$ cat src/rtl/fetch_fd_latch.sv
// IF stage and F/D pipeline latch: owns the PC, applies redirect/hold/advance
// each cycle, stops fetch on the halt encoding, and keeps saturating stall/flush counters.
module fetch_fd_latch #(
  parameter int                ADDR_W    = 12,
  parameter logic [ADDR_W-1:0] RESET_PC  = '0,
  parameter logic [31:0]       NOP_WORD  = 32'h0000_0000,
  parameter logic [31:0]       HALT_WORD = 32'hFFFF_FFFF
) (
  input  logic              clock,
  input  logic              reset,
  output logic [ADDR_W-1:0] imem_addr,
  input  logic [31:0]       imem_inst,
  input  logic              control_stall,
  input  logic              multdiv_busy,
  input  logic              redirect,
  input  logic [ADDR_W-1:0] redirect_pc,
  output logic [31:0]       fd_inst,
  output logic [ADDR_W-1:0] fd_pc,
  output logic              fd_valid,
  output logic              halted,
  output logic [15:0]       stall_cycles,
  output logic [15:0]       flush_cycles
);

  typedef enum logic [1:0] {BOOT, RUN, HALT} state_t;

  state_t            state_q, state_d;
  logic [ADDR_W-1:0] pc_q, pc_d;
  logic [ADDR_W-1:0] fd_pc_q, fd_pc_d;
  logic [31:0]       fd_inst_q, fd_inst_d;
  logic              fd_valid_q, fd_valid_d;
  logic [15:0]       stall_q, stall_d;
  logic [15:0]       flush_q, flush_d;
  logic              stall_inc, flush_inc;
  logic [ADDR_W-1:0] pc_inc;

  assign pc_inc = pc_q + 1'b1;

  always_comb begin
    state_d    = state_q;
    pc_d       = pc_q;
    fd_pc_d    = fd_pc_q;
    fd_inst_d  = fd_inst_q;
    fd_valid_d = fd_valid_q;
    stall_inc  = 1'b0;
    flush_inc  = 1'b0;
    case (state_q)
      BOOT: state_d = RUN;
      RUN, HALT: begin
        if (redirect) begin
          // A redirect wins over holds and also pulls fetch out of HALT.
          pc_d       = redirect_pc;
          fd_inst_d  = NOP_WORD;
          fd_pc_d    = '0;
          fd_valid_d = 1'b0;
          flush_inc  = 1'b1;
          state_d    = RUN;
        end else if (state_q == HALT) begin
          fd_inst_d  = NOP_WORD;
          fd_pc_d    = '0;
          fd_valid_d = 1'b0;
        end else if (control_stall || multdiv_busy) begin
          stall_inc = 1'b1;
        end else begin
          fd_inst_d  = imem_inst;
          fd_pc_d    = pc_inc;
          fd_valid_d = 1'b1;
          // The halt word itself still enters FD; only the PC stops.
          if (imem_inst == HALT_WORD) state_d = HALT;
          else                        pc_d    = pc_inc;
        end
      end
      default: state_d = BOOT;
    endcase
    stall_d = (stall_inc && stall_q != 16'hFFFF) ? stall_q + 16'd1 : stall_q;
    flush_d = (flush_inc && flush_q != 16'hFFFF) ? flush_q + 16'd1 : flush_q;
  end

  always_ff @(posedge clock or negedge reset) begin
    if (!reset) begin
      state_q    <= BOOT;
      pc_q       <= RESET_PC;
      fd_pc_q    <= '0;
      fd_inst_q  <= NOP_WORD;
      fd_valid_q <= 1'b0;
      stall_q    <= '0;
      flush_q    <= '0;
    end else begin
      state_q    <= state_d;
      pc_q       <= pc_d;
      fd_pc_q    <= fd_pc_d;
      fd_inst_q  <= fd_inst_d;
      fd_valid_q <= fd_valid_d;
      stall_q    <= stall_d;
      flush_q    <= flush_d;
    end
  end

  assign imem_addr    = pc_q;
  assign fd_inst      = fd_inst_q;
  assign fd_pc        = fd_pc_q;
  assign fd_valid     = fd_valid_q;
  assign halted       = (state_q == HALT);
  assign stall_cycles = stall_q;
  assign flush_cycles = flush_q;

endmodule

$ cat config.mk
export PLATFORM = sky130hd
export DESIGN_NAME = fetch_fd_latch
export DESIGN_NICKNAME = d
export VERILOG_FILES = /design/src/rtl/fetch_fd_latch.sv
export SDC_FILE = /design/constraint.sdc
export NUM_CORES = 1
export LEC_CHECK = 0
export CAP_MARGIN = 30
export CORE_ASPECT_RATIO = 1.75
export CORE_UTILIZATION = 42
export DETAILED_ROUTE_END_ITERATION = 8
export PLACE_DENSITY = 0.74
export SYNTH_ARGS = -nofsm -noshare
export SYNTH_HDL_FRONTEND = slang
export SYNTH_SLANG_ARGS = --single-unit
$ cat constraint.sdc
create_clock -name clock -period 1.96 [get_ports clock]
set_input_delay 0.392 -clock clock [delete_from_list [all_inputs] [get_ports clock]]
set_output_delay 0.392 -clock clock [all_outputs]
set_load 0.05 [all_outputs]
==> results of run 1 <==
## path summary, 6_finish.rpt
kind                                             start                      endpoint  slack, ns  cells after the start
worst max-delay path            fd_inst[2]$_DFFE_PN0P_                    fd_inst[2]       0.04                      1
min in group asynchronous                        reset  stall_cycles[12]$_DFFE_PN0P_       0.50                      2
worst min-delay path                     imem_inst[26]       fd_inst[26]$_DFFE_PN0P_       0.34                      2
max in group asynchronous                        reset   flush_cycles[4]$_DFFE_PN0P_       0.84                      3
worst min register to register    fd_pc[0]$_DFFE_PN0P_          fd_pc[0]$_DFFE_PN0P_       0.48                      2
worst max register to register  state_q[0]$_DFFE_PN0P_      imem_addr[9]$_DFFE_PN0P_       0.07                      8
## cell type report
cell class	count	area, um2	area share
sequential	91	2290	0.353
multi-input combinational	259	1970	0.304
timing repair buffer	192	1740	0.269
clock buffer	9	225	0.0347
tap	125	156	0.0241
clock inverter	7	78.8	0.0122
inverter	7	26.3	0.00405
## placed cells by master (no fill, tap or decap), types with 4 or more instances in the layout
master | netlist | routed
o21ai_0 | 9 | 9
and3_1 | 13 | 13
o22ai_1 | 6 | 6
clkbuf_16 | 0 | 9
nand3_1 | 13 | 13
xor2_1 | 7 | 7
a21oi_1 | 4 | 4
nand2_1 | 34 | 33
buf_12 | 0 | 4
a22o_1 | 33 | 33
clkdlybuf4s50_1 | 0 | 77
buf_4 | 2 | 90
nand4_1 | 19 | 19
dfrtp_2 | 0 | 8
nor3_1 | 7 | 7
ha_1 | 6 | 4
dlygate4sd2_1 | 0 | 12
nor2_1 | 14 | 14
dfrtp_1 | 91 | 83
inv_1 | 6 | 5
xnor2_1 | 30 | 30
dlymetal6s2s_1 | 0 | 8
o21ai_1 | 4 | 4
## flip-flops by register name (all words and copies together), names as in the netlist
signal	count
flush_cycles	16
imem_addr	12
fd_valid	1
fd_inst	32
stall_cycles	16
fd_pc	12
state_q	2
## where the power goes
part           switching, W  internal, W  leakage, nW
logic               0.00285      0.00166         1.62
registers          0.000484      0.00237         1.19
clock network      0.000739     0.000994        0.138
total               0.00407      0.00502         2.95
## cells by family (layout without fill, tap and decap cells)
family / after synthesis / in the layout / share of synthesized area
XOR/XNOR: 37 / 37 / 0.0760
AO/OA/AOI/OAI: 84 / 84 / 0.163
adder cells (fa/ha/maj): 6 / 6 / 0.0176
flip-flops: 91 / 91 / 0.534
AND/OR/NAND/NOR: 127 / 127 / 0.172
multiplexers: 5 / 5 / 0.0138
buffers and inverters: 22 / 215 / 0.0229
## per-stage QoR
| step | util | power (W) | TNS (ns) | area, um2 |
|---|---|---|---|---|
| CTS | 0.649 | 0.00907 | 0 | 6390 |
| global route | 0.658 | 0.00948 | 0 | 6480 |
| detailed placement | 0.617 | 0.00732 | -8.50 | 6080 |
| global placement | 0.617 | 0.00725 | -7.04 | 6080 |
| floorplan | - | 0.00563 | 0 | 4270 |
| finish | 0.658 | 0.00909 | 0 | 6480 |
## metal layers
layer  up-vias  part of all wire
met5         -                 0
met4         0             0.042
met3        43             0.048
met2       140              0.54
met1      1905              0.37
li1       1769                 -
## what timing repair did
action	CTS	global route
resized for setup	15	19
endpoints found under the setup margin	20	35
hold buffers	1	0
cloned	0	0
buffers inserted	0	2
pin swaps	0	6
hold endpoints to repair	23	0
==> metrics, run 1 <==
clock net sink count 91; startpoint kind of the worst setup timing path register; capturing element type of the critical path output port; # fillers 805; area fraction of the dominant cell type after synthesis 0.534; portion of the post-synthesis area used by sequential elements 0.534; cell with the largest stage delay on the worst path clkdlybuf4s50_1; class of the tightest hold or removal check input port to register; Final Hold Violating Endpoints 0; Max FO, Critical Path 2; insertion delay of the later-clocked pin in the worst-skew pair 0.34 ns; maximum count of clock buffers along a single path 2; Crit path max-delay family buffers and inverters; min Tclk post-route 1.92 ns; leakage dissipation 2.95 nW; area of the core 9850 um2; library cell occupying the most area in the post-synthesis netlist dfrtp_1; number of cells in the design after placement 671; post-route ant nets 0; proportion of layout cells with a drive suffix above 1 0.267; Final Wtd Congestion 0.857; YS warnings 0; per-cell routed wire length 17.6 um; flops & latches, synth 91; worst vdd ir 0.733 mV; Required @ worst endpoint 1.57 ns; ordered cell list for the critical path clkdlybuf4s50_1; Synthesized Nets 427; Initial Util 0.433; synthesis-to-finish area growth 52.2%; Slew Limit Headroom 0.622; GR met3 Demand/Resource 0.0370; clock tree from TritonCTS built; router iterations before antenna repair 4; top cells by count, synth 91 x dfrtp_1, 34 x nand2_1, 33 x a22o_1; Final setup violation count 0; net count reported at finish 615; Place WS -0.286 ns; GRT busiest layer met2; Global Route met1 Usage 0.258; Fin Clk Skew 0.00626 ns; post-route non-filler standard cell count 690; clk slew on worst S/H paths 0.07 ns; EDFF count, synth 0; drt drc 0; fraction of registers with async set/reset 1.00; status finished clean; port bufs 138; post-detail-place hpwl 8970 um; max-slew violations 0; leading register cell type out of synthesis dfrtp_1; width of the die 78.1 um; maxcap violations 0; Worst path max stage delay 0.82 ns; GRT Total Usage 0.234; GRT overflow 0; Clock H-tree levels 3; slew of the pin with the lowest slew margin 0.566 ns; Final WS setup 0.0384 ns; vertical die dimension 135 um; buffers plus inverters on the worst setup path 1; Setup Crit Path Kind register to output port; fmax 520 MHz; unrepaired setup endpoints after global routing no; number of CTS-inserted buffers 9; number of vias in the routed layout 3857; post-synth design cell area 4260 um2; DR vias/cell 5.59; Worst Path Arrival 1.53 ns; GR Util met2 0.422; number of library cell types mapped by synthesis 57; count of boundary I/O pins 139; clock root buffer clkbuf_16; number of DRC markers in iteration 0 220; number of core rows 48; diode insertion count for antenna repair 0; share of the clock period used by the worst path 0.980; average footprint of a synthesized cell 11.5 um2; Detailed Route WL 12200 um; worst hold slack 0.345 ns; pwr dens 1400 nW/um2; first-pass GRT wire length 18900 um; area of the die 10600 um2; count of mapped cells out of synthesis 372; largest net degree at the start of global routing 53; vias in the first global route 3830; cells taking the most area after synthesis dfrtp_1 53%, a22o_1 6.8%, xnor2_1 6.2%; antenna violations before repair 0; most numerous cell in the Yosys netlist dfrtp_1
Note: power is estimated with default switching activity, not from simulation.
==> run 2, diff against run 1 <==
--- a/config.mk
+++ b/config.mk
@@ -10,6 +10,7 @@
 export CORE_UTILIZATION = 42
 export DETAILED_ROUTE_END_ITERATION = 8
 export PLACE_DENSITY = 0.74
+export SKIP_LAST_GASP = 1
 export SYNTH_ARGS = -nofsm -noshare
 export SYNTH_HDL_FRONTEND = slang
 export SYNTH_SLANG_ARGS = --single-unit
==> run 2 against run 1 <==
Effect of this change:
- first-iteration DRC count rose by 0.91%
- clock power hardly changed
- combinational power barely moved
- critical path type unchanged
- critical endpoint unchanged
==> metrics, run 2 (synthesized netlist as in run 1, its figures left out) <==
pwr dens 1400 nW/um2; Max FO, Critical Path 2; clock root buffer clkbuf_16; Initial Util 0.433; flip-flop count of the largest register after layout 32; width of the die 78.1 um; Worst path max stage delay 0.82 ns; antenna violations before repair 0; Final setup violation count 0; maxcap violations 0; startpoint kind of the worst setup timing path register; Slew Limit Headroom 0.622; post-route non-filler standard cell count 690; port bufs 138; largest net degree at the start of global routing 53; net count reported at finish 615; Required @ worst endpoint 1.57 ns; clk slew on worst S/H paths 0.07 ns; launch instance of the worst min-delay path imem_inst[27]; number of CTS-inserted buffers 9; clock net sink count 91; Worst Path Arrival 1.53 ns; worst r2r path cells 8; Worst R2R Start state_q[0]$_DFFE_PN0P_; fraction of the core area covered by cells at the end of the flow 0.658; first-pass GRT wire length 18900 um; capturing element type of the critical path output port; maximum count of clock buffers along a single path 2; Fin Clk Skew 0.00484 ns; class of the tightest hold or removal check input port to register; router iterations before antenna repair 6; most common cell after layout, fill and taps aside buf_4; clock tree from TritonCTS built; number of vias in the routed layout 3859; count of cell instances traversed by the critical path 1; number of cells in the design after placement 671; per-cell routed wire length 17.6 um; Crit path max-delay family buffers and inverters; Setup Crit Path Kind register to output port; vias in the first global route 3830; number of DRC markers in iteration 0 222; commonest cells after routing, fill and taps aside 90 x buf_4, 83 x dfrtp_1, 79 x clkdlybuf4s50_1, 33 x nand2_1, 33 x a22o_1; max-slew violations 0; number of cells on the worst hold path 2; number of core rows 48; insertion delay of the later-clocked pin in the worst-skew pair 0.34 ns; fmax 521 MHz; DR vias/cell 5.59; slew of the pin with the lowest slew margin 0.565 ns; unrepaired setup endpoints after global routing yes; proportion of layout cells with a drive suffix above 1 0.267; RR Endpoint imem_addr[9]$_DFFE_PN0P_; post-route ant nets 0; synthesis-to-finish area growth 52.1%; GRT Total Usage 0.234; status finished clean; Final Hold Violating Endpoints 0; area of the die 10600 um2; leakage dissipation 2.93 nW; Detailed Route WL 12100 um; count of boundary I/O pins 139; cell with the largest stage delay on the worst path clkdlybuf4s50_1; post-detail-place hpwl 8970 um; area of the core 9850 um2; vertical die dimension 135 um; worst vdd ir 0.733 mV; drt drc 0; Clock H-tree levels 3; min Tclk post-route 1.92 ns; buffers plus inverters on the worst setup path 1; ordered cell list for the critical path clkdlybuf4s50_1; Register-to-Register Setup Slack 0.07 ns; share of the clock period used by the worst path 0.979; Final Wtd Congestion 0.857; GRT overflow 0; Hold Path Sink fd_inst[27]$_DFFE_PN0P_; diode insertion count for antenna repair 0
-- run 2: cell types whose count changed in the layout (fill, tap and decap cells not counted) --
| cell | before | now |
|---|---|---|
| clkdlybuf4s50_1 | 77 | 79 |
| dlymetal6s2s_1 | 8 | 6 |
-- run 2: metrics by stage --
stage          total power, W  TNS (ns)  setup WS [ns]  hold slack [ns]  cell area, um2
2_1_floorplan         0.00563         0        0.00709           0.0964            4270
4_1_cts               0.00907         0        0.00171            0.486            6390
3_3_place_gp          0.00725     -7.04         -0.288            0.316            6080
5_1_grt               0.00948  -0.00712       -0.00712            0.359            6480
6_report              0.00909         0         0.0410            0.353            6480
3_5_place_dp          0.00732     -8.50         -0.286            0.320            6080
-- run 2: power breakdown --
group          switching, W  total [W]  internal [W]
clock              0.000736    0.00173      0.000994
combinational       0.00285    0.00450       0.00166
sequential         0.000484    0.00285       0.00237
total               0.00407    0.00909       0.00502
-- run 2: repair_timing --
| item | 4_1_cts | 5_1_grt |
|---|---|---|
| hold buffers | 1 | 0 |
| endpoints found under the hold margin | 23 | 0 |
| gates resized for setup | 15 | 17 |
| pin swaps | 0 | 6 |
| setup endpoints to repair | 20 | 35 |
| buffers inserted | 0 | 2 |
-- run 2: how the worst max path moves through the flow --
| stage | startpoint | to | slack, ns |
|---|---|---|---|
| floorplan | flush_cycles[9]$_DFFE_PN0P_ | flush_cycles[15]$_DFFE_PN0P_ | 0.007 |
| global placement | imem_inst[6] | imem_addr[3]$_DFFE_PN0P_ | -0.29 |
| detailed placement | imem_inst[16] | imem_addr[2]$_DFFE_PN0P_ | -0.29 |
| CTS | state_q[0]$_DFFE_PN0P_ | imem_addr[9]$_DFFE_PN0P_ | 0.002 |
| global route | imem_inst[26] | imem_addr[2]$_DFFE_PN0P_ | -0.007 |
| finish | fd_inst[2]$_DFFE_PN0P_ | fd_inst[2] | 0.04 |
-- run 2: layout make-up --
| cell class | count | area [um2] |
|---|---|---|
| clock buffers | 9 | 225 |
| clock inverters | 7 | 78.8 |
| fillers | 806 | 3370 |
| inverters | 7 | 26.3 |
| multi-input cells | 259 | 1970 |
| flip-flops and latches | 91 | 2290 |
| well taps | 125 | 156 |
| repair buffers | 192 | 1740 |
-- run 2: per-layer routing --
metal | wire (um) | global-route usage
met1 | 4470 | 0.258
met2 | 6590 | 0.422
met3 | 542 | 0.0370
met4 | 515 | 0.133
met5 | 0 | 0
